===== src/rtl/intersection_sequencer.sv =====
// Two-road traffic-light phase sequencer: prescaled tick, per-phase tick timer, 8-phase ring
// with request-gated left-turn phases. Optional flashing mode when FLASH_MODE_EN is defined.
module intersection_sequencer #(
  parameter int unsigned TICK_DIV = 50_000_000,
  parameter int unsigned GREEN_T  = 10,
  parameter int unsigned YELLOW_T = 3,
  parameter int unsigned ALLRED_T = 2,
  parameter int unsigned LEFT_T   = 5
) (
  input  logic       CLOCK_50,
  input  logic       reset,
  input  logic       hold,
`ifdef FLASH_MODE_EN
  input  logic       flash,
`endif
  input  logic [1:0] left_req,
  output logic [2:0] phase,
  output logic       tick,
  output logic       phase_adv,
  output logic [1:0] greenOut,
  output logic [1:0] redOut,
  output logic [1:0] yellowOut,
  output logic [1:0] leftOut
);

  localparam int unsigned CntW = $clog2(TICK_DIV);
  localparam logic [CntW-1:0] CntMax = CntW'(TICK_DIV - 1);

  typedef enum logic [2:0] {
    StNsGreen, StNsYellow, StAllRedA, StEwLeft,
    StEwGreen, StEwYellow, StAllRedB, StNsLeft
  } phase_e;

  phase_e          phase_q, phase_d, next_phase;
  logic [CntW-1:0] tick_cnt_q, tick_cnt_d;
  logic [7:0]      timer_q, timer_d, dur_last;
  logic [1:0]      pending_q, pending_d;

`ifdef FLASH_MODE_EN
  logic flash_q, flash_on_q, flash_on_d;
`endif

  assign phase = phase_q;

  always_comb begin
    dur_last = 8'(GREEN_T - 1);
    unique case (phase_q[1:0])
      2'd0: dur_last = 8'(GREEN_T - 1);
      2'd1: dur_last = 8'(YELLOW_T - 1);
      2'd2: dur_last = 8'(ALLRED_T - 1);
      2'd3: dur_last = 8'(LEFT_T - 1);
      default: dur_last = 8'(GREEN_T - 1);
    endcase
  end

  // Left phases are entered only with a request latched before the all-red phase ends.
  always_comb begin
    next_phase = phase_e'(phase_q + 3'd1);
    if (phase_q == StAllRedA) begin
      next_phase = pending_q[1] ? StEwLeft : StEwGreen;
    end else if (phase_q == StAllRedB) begin
      next_phase = pending_q[0] ? StNsLeft : StNsGreen;
    end
  end

  always_comb begin
    tick       = (tick_cnt_q == CntMax);
    tick_cnt_d = tick ? '0 : tick_cnt_q + 1'b1;
    phase_adv  = 1'b0;
    phase_d    = phase_q;
    timer_d    = timer_q;

    if (tick && !hold) begin
      if (timer_q == dur_last) phase_adv = 1'b1;
      else                     timer_d   = timer_q + 8'd1;
    end
    if (phase_adv) begin
      phase_d = next_phase;
      timer_d = '0;
    end

    // A road's request is dropped from its entry cycle through its whole left phase.
    pending_d = pending_q | left_req;
    if (phase_q == StEwLeft || (phase_adv && next_phase == StEwLeft)) pending_d[1] = 1'b0;
    if (phase_q == StNsLeft || (phase_adv && next_phase == StNsLeft)) pending_d[0] = 1'b0;

`ifdef FLASH_MODE_EN
    flash_on_d = 1'b0;
    if (flash) begin
      phase_adv  = 1'b0;
      phase_d    = StAllRedA;
      timer_d    = '0;
      pending_d  = '0;
      flash_on_d = !flash_q ? 1'b0 : (tick ? !flash_on_q : flash_on_q);
    end
`endif
  end

  always_ff @(posedge CLOCK_50) begin
    if (reset) begin
      phase_q    <= StAllRedA;
      tick_cnt_q <= '0;
      timer_q    <= '0;
      pending_q  <= '0;
`ifdef FLASH_MODE_EN
      flash_q    <= 1'b0;
      flash_on_q <= 1'b0;
`endif
    end else begin
      phase_q    <= phase_d;
      tick_cnt_q <= tick_cnt_d;
      timer_q    <= timer_d;
      pending_q  <= pending_d;
`ifdef FLASH_MODE_EN
      flash_q    <= flash;
      flash_on_q <= flash_on_d;
`endif
    end
  end

  // Lamp decode: bit0 = N/S, bit1 = E/W.
  always_comb begin
    greenOut  = 2'b00;
    redOut    = 2'b00;
    yellowOut = 2'b00;
    leftOut   = 2'b00;
    unique case (phase_q)
      StNsGreen:  begin greenOut  = 2'b01; redOut = 2'b10; end
      StNsYellow: begin yellowOut = 2'b01; redOut = 2'b10; end
      StAllRedA:  redOut = 2'b11;
      StEwLeft:   begin leftOut   = 2'b10; redOut = 2'b11; end
      StEwGreen:  begin greenOut  = 2'b10; redOut = 2'b01; end
      StEwYellow: begin yellowOut = 2'b10; redOut = 2'b01; end
      StAllRedB:  redOut = 2'b11;
      StNsLeft:   begin leftOut   = 2'b01; redOut = 2'b11; end
      default:    redOut = 2'b11;
    endcase
`ifdef FLASH_MODE_EN
    if (flash) begin
      greenOut  = 2'b00;
      leftOut   = 2'b00;
      yellowOut = flash_on_q ? 2'b01 : 2'b00;
      redOut    = flash_on_q ? 2'b10 : 2'b00;
    end
`endif
  end

endmodule

===== config.mk =====
export PLATFORM = sky130hd
export DESIGN_NAME = intersection_sequencer
export DESIGN_NICKNAME = d
export VERILOG_FILES = /design/src/rtl/intersection_sequencer.sv
export SDC_FILE = /design/constraint.sdc
export NUM_CORES = 1
export LEC_CHECK = 0
export ABC_AREA = 1
export CORE_ASPECT_RATIO = 2
export CORE_UTILIZATION = 50
export CTS_CLUSTER_SIZE = 12
export DETAILED_ROUTE_END_ITERATION = 8
export PLACE_DENSITY_LB_ADDON = 0.25
export SYNTH_ARGS = -nofsm -noshare
export SYNTH_HDL_FRONTEND = slang
export SYNTH_SLANG_ARGS = --single-unit

===== constraint.sdc =====
create_clock -name CLOCK_50 -period 2.4 [get_ports CLOCK_50]
set_input_delay 0.72 -clock CLOCK_50 [delete_from_list [all_inputs] [get_ports CLOCK_50]]
set_output_delay 0.72 -clock CLOCK_50 [all_outputs]
set_load 0.05 [all_outputs]

==> results.json <==
{
  "holdBufCountCts": 0,
  "grt_max_degree": 27,
  "clock-skew-final_ns": 0.00712,
  "synth-async-reset-ratio_pct": 0,
  "finalHoldViolations": 0,
  "yosys-top-cells-count": "nand2_1 (94), nor2_1 (68), inv_1 (50)",
  "ff2ff_path_depth": 9,
  "grtUsageTotal_pct": 25.5,
  "synth_ff_type": "dfxtp_1",
  "powerDensity_nw_per_um2": 399,
  "cp-end-kind": "output pin",
  "area_delta_synth_final_pct": 21.6,
  "switching_power_uw": 279,
  "crit_type": "reg2out",
  "dieArea_um2": 5500,
  "synth.avg_cell_area_um2": 6.58,
  "cts_tree": "built",
  "irDropWorstVdd_v": 0.000361,
  "clock_latency_ns": 0.30,
  "min_to": "tick_cnt_q[22]$_SDFF_PP0_",
  "vias": 2567,
  "pin_count": 18,
  "yosys_warnings": 0,
  "power.share.sequential_pct": 52.1,
  "drive_gt1_share_pct": 21.5,
  "root_buffer": "clkbuf_8",
  "io_buffers": 17,
  "grt_pass1_vias": 2460,
  "cp_data_required_time_ns": 1.68,
  "slew_violations": 0,
  "die_x_um": 52.9,
  "route.detailed.drc": 0,
  "cp_data_arrival_time_ns": 1.66,
  "combinationalPowerShare_pct": 3.9,
  "ys_ff_latch": 39,
  "synth_cell_types": 31,
  "design_area_um2": 3150,
  "hold_start": "tick_cnt_q[22]$_SDFF_PP0_",
  "clock_path_buffers": 2,
  "syn-cell-area_um2": 2590,
  "totalWireLength_um": 6600,
  "rsz0062_at_grt": "yes",
  "hold_path_depth": 2,
  "p_leak_uw": 0.00127,
  "numCtsBuffers": 5,
  "slew_headroom_pct": 50.6,
  "h-tree-depth": 2,
  "fin_crit_sh_pct": 99.2,
  "synth_edf_count": 0,
  "worst_slew_pin_slew_ns": 0.738,
  "maxCapViolations": 0,
  "rr_startpoint": "tick_cnt_q[1]$_SDFF_PP0_",
  "yosysSeqAreaShare_pct": 30.1,
  "crit_path_start_kind": "flop",
  "cp_max_fo": 5,
  "p_clk_share_pct": 44.0,
  "wl_per_cell_um": 13.6,
  "first_pass_iters": 4,
  "grt_pass1_wl_um": 10500,
  "timing.final.ws_setup_ns": 0.0191,
  "nets": 443,
  "numClockSinks": 39,
  "yosysMostFrequentCell": "nand2_1",
  "synthTopCellsByArea": "dfxtp_1 (30%), nand2_1 (14%), nor2_1 (9.8%)",
  "fp.coreArea_um2": 4910,
  "routabilityCongestion": 0.964,
  "fp.dieH_um": 104,
  "synth_nets": 410,
  "initial_utilization_pct": 52.8,
  "overflow": 0,
  "clkTransAtPathRegs_ns": 0.08,
  "place_area_um2": 2900,
  "dp_hpwl_um": 4950,
  "dpl_worst_slack_ns": 0.0430,
  "min_path_type": "reg2reg",
  "antenna_left": 0,
  "reg2reg_setup_slack_ns": 0.40,
  "fin_hold_ws_ns": 0.476,
  "setup_viol_count_final": 0,
  "synth_top_area_share_pct": 30.1,
  "fillCellCount": 458,
  "layout_min_cycle_time_ns": 2.38,
  "antenna_found_initial": 0,
  "rows": 36,
  "via_per_inst": 5.29,
  "netlist_instances": 394,
  "synth_area_leader_cell": "dfxtp_1",
  "reg2reg_to": "tick_cnt_q[11]$_SDFF_PP0_",
  "internal_power_uw": 979,
  "switching_share_pct": 22.1,
  "drt_iter0_markers": 86,
  "fmax_ghz": 0.420,
  "outcome": "finished, final reports clean",
  "diodes": 0
}
[power groups by stage]
stage                     Combinational [uW]  Clock (uW)  Sequential (uW)
after detailed placement                48.6           0              670
after global routing                    55.0         591              657
after floorplan                         32.2           0              670
final                                   48.9         553              656
after CTS                               48.8         564              655
after global placement                  48.1           0              670
[critical path, stage by stage (launching register included)]
cell,delay [ns]
dfxtp_4,0.39
ha_4,0.18
nand2_1,0.12
nand2_2,0.10
nor2_4,0.13
nand3_2,0.12
nor2_4,0.17
buf_12,0.15
[how the worst max path moves through the flow]
stage / from / end / slack [ns]
6_report: phase[0]$_SDFFE_PP0P_ / phase_adv / 0.02
5_1_grt: phase[0]$_SDFFE_PP0P_ / phase_adv / -0.04
4_1_cts: hold / phase_adv / 0.01
3_5_place_dp: hold / phase_adv / 0.04
3_3_place_gp: hold / phase_adv / 0.05
2_1_floorplan: phase[0]$_SDFFE_PP0P_ / redOut[1] / 0.01
[sequential cells by signal (all words and copies together), names as in the netlist]
| signal | flops |
|---|---|
| timer_q | 8 |
| pending_q | 2 |
| phase | 3 |
| tick_cnt_q | 26 |
[placed cells by master (no fill, tap or decap), types with 6 or more instances in the layout]
master | Yosys | final
nand4_1 | 16 | 16
inv_1 | 50 | 45
clkdlybuf4s50_1 | 0 | 7
dfxtp_1 | 39 | 30
nor2_2 | 8 | 11
buf_4 | 1 | 21
o21ai_0 | 9 | 9
a21oi_1 | 20 | 20
nand3_1 | 26 | 26
ha_1 | 11 | 6
nand2_1 | 94 | 90
dfxtp_2 | 0 | 7
nor2_1 | 68 | 63
nand2_2 | 3 | 7
inv_2 | 5 | 7
xor2_1 | 6 | 6
[metal layers]
layer / GRT usage [%] / part of all wire, %
met1: 22.7 / 35
met2: 48.3 / 58
met3: 3.36 / 2.2
met4: 16.5 / 5.0
met5: 0 / 0
[cell type report]
cell class,instances,area (um2),share of cell area (%)
clock inverters,3,43.8,1.39
multi-input cells,293,1630,51.5
flip-flops and latches,39,797,25.3
clock buffers,5,68.8,2.18
repair buffers,33,328,10.4
well taps,57,71.3,2.26
inverters,55,220,6.98
[cell families (layout without fill, tap and decap cells)]
logic type	after synthesis	in the layout	synth area share, %
compound gates	33	33	7.24
xor+xnor	10	10	3.38
fa+ha+maj	11	11	5.31
buf+inv	62	96	10.1
flops	39	39	30.1
simple gates	239	239	43.8
[timing repair]
item | 4_1_cts | 5_1_grt
setup endpoints to repair | 1 | 1
gates resized for setup | 6 | 23
pin swaps | 2 | 8
endpoints found under the hold margin | 0 | 0
buffers inserted | 0 | 7
[through the flow]
step / util (%) / TNS (ns) / std cells / power [uW]
floorplan: - / 0 / 394 / 703
global placement: 59.1 / 0 / 470 / 718
detailed placement: 59.1 / 0 / 470 / 719
CTS: 61.7 / 0 / 478 / 1270
global route: 64.2 / -0.0485 / 485 / 1300
finish: 64.2 / 0 / 485 / 1260
No activity file was read; power rests on OpenSTA's default activity.
